===== src/rtl/lzw_code_packer.sv =====
// lzw_code_packer: packs fixed-width LZW codes MSB-first into a byte stream.
// Codes enter over a valid/ready handshake into a left-aligned bit
// accumulator. Whole bytes are peeled off the top into a one-deep output
// register that has its own valid/ready handshake. A flush pulse drains
// the remaining bits, zero-pads the last byte and pulses flush_done.
// Optional feature macro: PACK_BYTE_CNT_EN adds a 24-bit byte_count output.
module lzw_code_packer #(
    parameter int CODE_W = 13,
    localparam int ACC_W = CODE_W + 7
) (
    input  logic              clk,
    input  logic              rst_n,
    input  logic [CODE_W-1:0] code_in,
    input  logic              code_valid,
    output logic              code_ready,
    input  logic              flush,
    output logic [7:0]        byte_out,
    output logic              byte_valid,
    input  logic              byte_ready,
    output logic              flush_done,
    output logic              busy
`ifdef PACK_BYTE_CNT_EN
    ,
    output logic [23:0]       byte_count
`endif
);

    typedef enum logic [1:0] {RUN, FLUSH, DONE} state_t;

    state_t           state;
    state_t           state_next;
    logic [ACC_W-1:0] acc;
    logic [ACC_W-1:0] acc_next;
    logic [4:0]       cnt;
    logic [4:0]       cnt_next;
    logic [ACC_W-1:0] code_ext;
    logic             accept;
    logic             out_free;
    logic             extract;

    // Zero-extended code; shifting it left by (7 - cnt) lands it just
    // below the bits already held in the accumulator.
    assign code_ext   = {{(ACC_W-CODE_W){1'b0}}, code_in};

    assign code_ready = (state == RUN) && (cnt < 5'd8);
    assign accept     = code_valid && code_ready;
    assign out_free   = !byte_valid || byte_ready;

    // A full byte can leave whenever the output register is free; while
    // flushing, a partial byte may leave too (its low bits are already 0).
    assign extract    = out_free &&
                        ((cnt >= 5'd8) || ((state == FLUSH) && (cnt != 5'd0)));

    assign flush_done = (state == DONE);
    assign busy       = (cnt != 5'd0) || byte_valid || (state != RUN);

    // Next-state logic for the flush sequencer and the bit accumulator.
    always_comb begin
        state_next = state;
        acc_next   = acc;
        cnt_next   = cnt;

        if (accept) begin
            acc_next = acc | (code_ext << (3'd7 - cnt[2:0]));
            cnt_next = cnt + 5'(CODE_W);
        end else if (extract) begin
            acc_next = acc << 8;
            cnt_next = (cnt >= 5'd8) ? (cnt - 5'd8) : 5'd0;
        end

        case (state)
            RUN: begin
                if (flush) begin
                    state_next = FLUSH;
                end
            end
            FLUSH: begin
                if ((cnt == 5'd0) && !byte_valid) begin
                    state_next = DONE;
                end
            end
            DONE: begin
                acc_next   = '0;
                cnt_next   = 5'd0;
                state_next = RUN;
            end
            default: begin
                state_next = RUN;
            end
        endcase
    end

    // State, accumulator and bit-count registers.
    always_ff @(posedge clk or negedge rst_n) begin
        if (!rst_n) begin
            state <= RUN;
            acc   <= '0;
            cnt   <= 5'd0;
        end else begin
            state <= state_next;
            acc   <= acc_next;
            cnt   <= cnt_next;
        end
    end

    // Output byte register: loads on extract, otherwise empties on ready.
    always_ff @(posedge clk or negedge rst_n) begin
        if (!rst_n) begin
            byte_out   <= 8'h00;
            byte_valid <= 1'b0;
        end else if (extract) begin
            byte_out   <= acc[ACC_W-1 -: 8];
            byte_valid <= 1'b1;
        end else if (byte_ready) begin
            byte_valid <= 1'b0;
        end
    end

`ifdef PACK_BYTE_CNT_EN
    // Counts delivered bytes; restarts after each completed flush.
    always_ff @(posedge clk or negedge rst_n) begin
        if (!rst_n) begin
            byte_count <= 24'd0;
        end else if (state == DONE) begin
            byte_count <= 24'd0;
        end else if (byte_valid && byte_ready) begin
            byte_count <= byte_count + 24'd1;
        end
    end
`endif

endmodule

===== config.mk =====
export PLATFORM = sky130hd
export DESIGN_NAME = lzw_code_packer
export DESIGN_NICKNAME = d
export VERILOG_FILES = /design/src/rtl/lzw_code_packer.sv
export SDC_FILE = /design/constraint.sdc
export NUM_CORES = 1
export LEC_CHECK = 0
export ABC_AREA = 1
export CORE_MARGIN = 2
export CORE_UTILIZATION = 48
export DETAILED_ROUTE_END_ITERATION = 8
export PLACE_DENSITY_LB_ADDON = 0.05
export SLEW_MARGIN = 20
export SYNTH_ARGS = -nofsm -noshare
export SYNTH_HDL_FRONTEND = slang
export SYNTH_SLANG_ARGS = --single-unit

===== constraint.sdc =====
create_clock -name clk -period 2.4 [get_ports clk]
set_clock_uncertainty 0.1 [all_clocks]
set_input_delay 0.36 -clock clk [delete_from_list [all_inputs] [get_ports clk]]
set_output_delay 0.36 -clock clk [all_outputs]
set_load 0.02 [all_outputs]

==> impl_results.rst <==
.. list-table::
   :header-rows: 1

   * - Metric
     - Value
   * - Min Clock Period, post-route
     - 2090 ps
   * - Slowest cell on crit path
     - sky130_fd_sc_hd__clkdlybuf4s50_1
   * - Final critical-path share of the clock period
     - 87.2%
   * - Buffers added on ports
     - 29
   * - Largest net degree at the start of global routing
     - 37
   * - Family with the most delay on the worst path
     - buffers and inverters
   * - Antenna violations before repair
     - 0
   * - Number of unique standard cell types used by synthesis
     - 26
   * - Most common cell after layout, fill and taps aside
     - sky130_fd_sc_hd__nand2_1
   * - Number of fill cells
     - 417
   * - Share of final-layout standard cells stronger than drive strength 1
     - 7.98%
   * - Die H
     - 72.2 um
   * - Chain of cells forming the critical path
     - inv_1 -> nand2_1 -> inv_1 -> clkdlybuf4s50_1
   * - Part of the power in combinational logic
     - 56.1%
   * - Area added between synthesis and finish
     - 20.5%
   * - Mean number of vias per cell
     - 5.15
   * - CTS Buf Count
     - 5
   * - Total nets after synthesis
     - 341
   * - Cell depth of the worst flop-to-flop path
     - 11
   * - Startpoint type of the worst setup path
     - flip-flop
   * - P_int
     - 1.86 mW
   * - Clock-pin transition on the worst setup and hold timing paths
     - 70 ps
   * - Final-report max-slew violation count
     - 0
   * - Vias
     - 2,075
   * - Power density normalized to cell area
     - 1280 nW/um^2
   * - Yosys Warn Count
     - 0
   * - Die Span X
     - 72.2 um
   * - Sort of element at the end of the critical path
     - output port
   * - P_leak
     - 1.38 nW
   * - Worst-Skew Late Latency
     - 290 ps
   * - Number of design rule violations left after detail routing
     - 0
   * - RSZ-0062 raised after global routing
     - false
   * - Clock network fraction of total power
     - 15.4%
   * - CP arrival
     - 1630 ps
   * - Reg2reg start
     - cnt[3]
   * - Worst-case vdd ir drop
     - 737 uV
   * - Placeable core area
     - 4410 um^2
   * - Final cell count without fillers
     - 403
   * - Number of sinks on the clock net
     - 36
   * - RePlAce Congestion
     - 0.897
   * - Proportion of synthesized chip area in sequential cells
     - 40.4%
   * - Initial standard-cell utilization of the core
     - 50.5%
   * - Power share of the sequential group
     - 28.5%
   * - Aggregate global routing overflow
     - 0
   * - Total Nets Final
     - 372
   * - Commonest cells after routing, fill and taps aside
     - 96 x sky130_fd_sc_hd__nand2_1, 63 x sky130_fd_sc_hd__nand3_1, 36 x sky130_fd_sc_hd__dfrtp_1, 32 x sky130_fd_sc_hd__inv_1, 27 x sky130_fd_sc_hd__clkdlybuf4s50_1
   * - Endpoint of the worst setup timing path
     - flush_done
   * - Number of inserted diodes
     - 0
   * - Final hold viol count
     - 0
   * - Maximum cell stage delay along the critical path
     - 600 ps
   * - Top-Level Pins
     - 30
   * - Status
     - finished clean
   * - Drt first-iter violations
     - 130
   * - Reported max-cap violation count
     - 0
   * - Gr usage total
     - 21.6%
   * - CTS hold repair buffers
     - 0
   * - Max Freq
     - 478 MHz
   * - DRT antenna net count
     - 0
   * - Dominant cell type by count on the critical path
     - sky130_fd_sc_hd__inv_1
   * - Required time at the endpoint of the critical path
     - 1940 ps
   * - Cell at the root of the clock tree
     - sky130_fd_sc_hd__clkbuf_8
   * - Stages on worst setup path
     - 4
   * - Destination of the worst register-to-register timing path
     - acc[17]
   * - Mean cell area of the mapped netlist
     - 6.99 um^2
   * - Actual transition at the worst max-transition pin
     - 464 ps
   * - Area enclosed by the die boundary
     - 5210 um^2
   * - Max clock buf depth
     - 2
   * - Share of total power consumed by net switching
     - 45.8%
   * - P_sw
     - 1.58 mW
   * - WL final
     - 4.99 mm
   * - Number of global-route vias before repair
     - 1,908
   * - Cell total after placement
     - 395
   * - Summed negative setup slack over all endpoints
     - 0 ps
   * - Clock H-tree levels
     - 2
   * - CTS tree
     - built
   * - Buf+Inv Stages, Crit Path
     - 3
   * - Critical path start-end classification
     - flip-flop to output port
   * - Class of the tightest hold or removal check
     - flip-flop to flip-flop
   * - Largest driver fanout on the critical path
     - 3
   * - Setup slack, reg-to-reg
     - 330 ps
   * - DPL Wire Length
     - 3.85 mm
   * - Average detailed-routed wire length per instance
     - 12.4 um
   * - Setup repair bufs after CTS
     - 0
   * - Flop and latch count out of synthesis
     - 36
   * - Max_slew headroom
     - 68.9%
   * - Beginning of the critical path
     - state[0]
   * - Num rows
     - 24
   * - Gate count after technology mapping
     - 319
   * - Hold slack
     - 368 ps
   * - DR pass1 iterations
     - 4
   * - Setup-failing EPs final
     - 0
   * - Wire length of the first global-routing pass
     - 8.83 mm
   * - Synthesized area
     - 2230 um^2
how the worst min path moves through the flow:
| stage | from | end | slack [ps] | cells after the start |
|---|---|---|---|---|
| floorplan | rst_n | acc[0] | -40 | 0 |
| global placement | byte_out[7] | byte_out[7] | 360 | 2 |
| detailed placement | byte_out[7] | byte_out[7] | 360 | 2 |
| CTS | byte_out[7] | byte_out[7] | 370 | 2 |
| global route | byte_out[7] | byte_out[7] | 380 | 2 |
| finish | byte_out[7] | byte_out[7] | 370 | 2 |
worst min-delay path: cells and delay by family, from the launching register on:
| family | cells | cell delay [ps] |
|---|---|---|
| flops | 1 | 340 |
| simple gates | 2 | 90 |
per-stage QoR:
step	area (um^2)	setup WS, ps	utilization (%)	power, mW
2_1_floorplan	2230	445	-	2.42
3_3_place_gp	2570	398	58.2	2.89
3_5_place_dp	2570	353	58.2	2.92
4_1_cts	2680	49.1	60.8	3.46
5_1_grt	2690	133	60.9	3.78
6_report	2690	308	60.9	3.44
what timing repair did:
item	in CTS	in global routing
resized for setup	0	2
setup endpoints to repair	0	2
hold endpoints to repair	0	0
logic make-up after synthesis:
family | count (synthesis) | synth area share (%)
xor+xnor | 2 | 0.785
buf+inv | 50 | 9.76
fa+ha+maj | 4 | 2.24
simple gates | 189 | 38.0
compound gates | 38 | 8.86
flops | 36 | 40.4
cell usage after synthesis (all sizes together):
cell type	count	share of area, %
nor3	4	0.90
ha	4	2.2
buf	10	3.0
nor2	20	3.9
clkbuf	4	0.73
a31oi	3	0.84
clkinv	2	0.34
nand3	64	15
inv	34	5.7
xor2	2	0.79
dfrtp	36	40
o21ai	22	4.9
a21oi	12	2.7
nand2	101	18
a22o	1	0.39
per-layer routing:
metal / vias to the layer above / wire length (um) / global-route usage (%)
li1: 1085 / - / -
met1: 942 / 2520 / 31.0
met2: 42 / 2230 / 33.1
met3: 6 / 176 / 3.89
met4: 0 / 64 / 6.92
met5: - / 0 / 0
layout make-up:
| class | instances | area, um^2 | area share, % |
|---|---|---|---|
| multi-input combinational | 233 | 1110 | 41.4 |
| sequential | 36 | 901 | 33.5 |
| timing repair buffer | 38 | 363 | 13.5 |
| inverter | 36 | 135 | 5.03 |
| clock buffer | 5 | 68.8 | 2.56 |
| tap | 52 | 65.1 | 2.42 |
| clock inverter | 3 | 42.5 | 1.58 |
flip-flops by register name, indices dropped and copies added, names as in the netlist:
register and count:
cnt 5, acc 20, state 2, byte_out 8, byte_valid 1
power by group through the flow:
stage	Clock, mW	Sequential, mW	Combinational, mW
after floorplan	0	1.06	1.36
after global placement	0	0.985	1.91
after detailed placement	0	0.995	1.93
after CTS	0.536	0.982	1.94
after global routing	0.564	1.00	2.21
final	0.530	0.979	1.93
No activity file was read; power rests on OpenSTA's default activity.
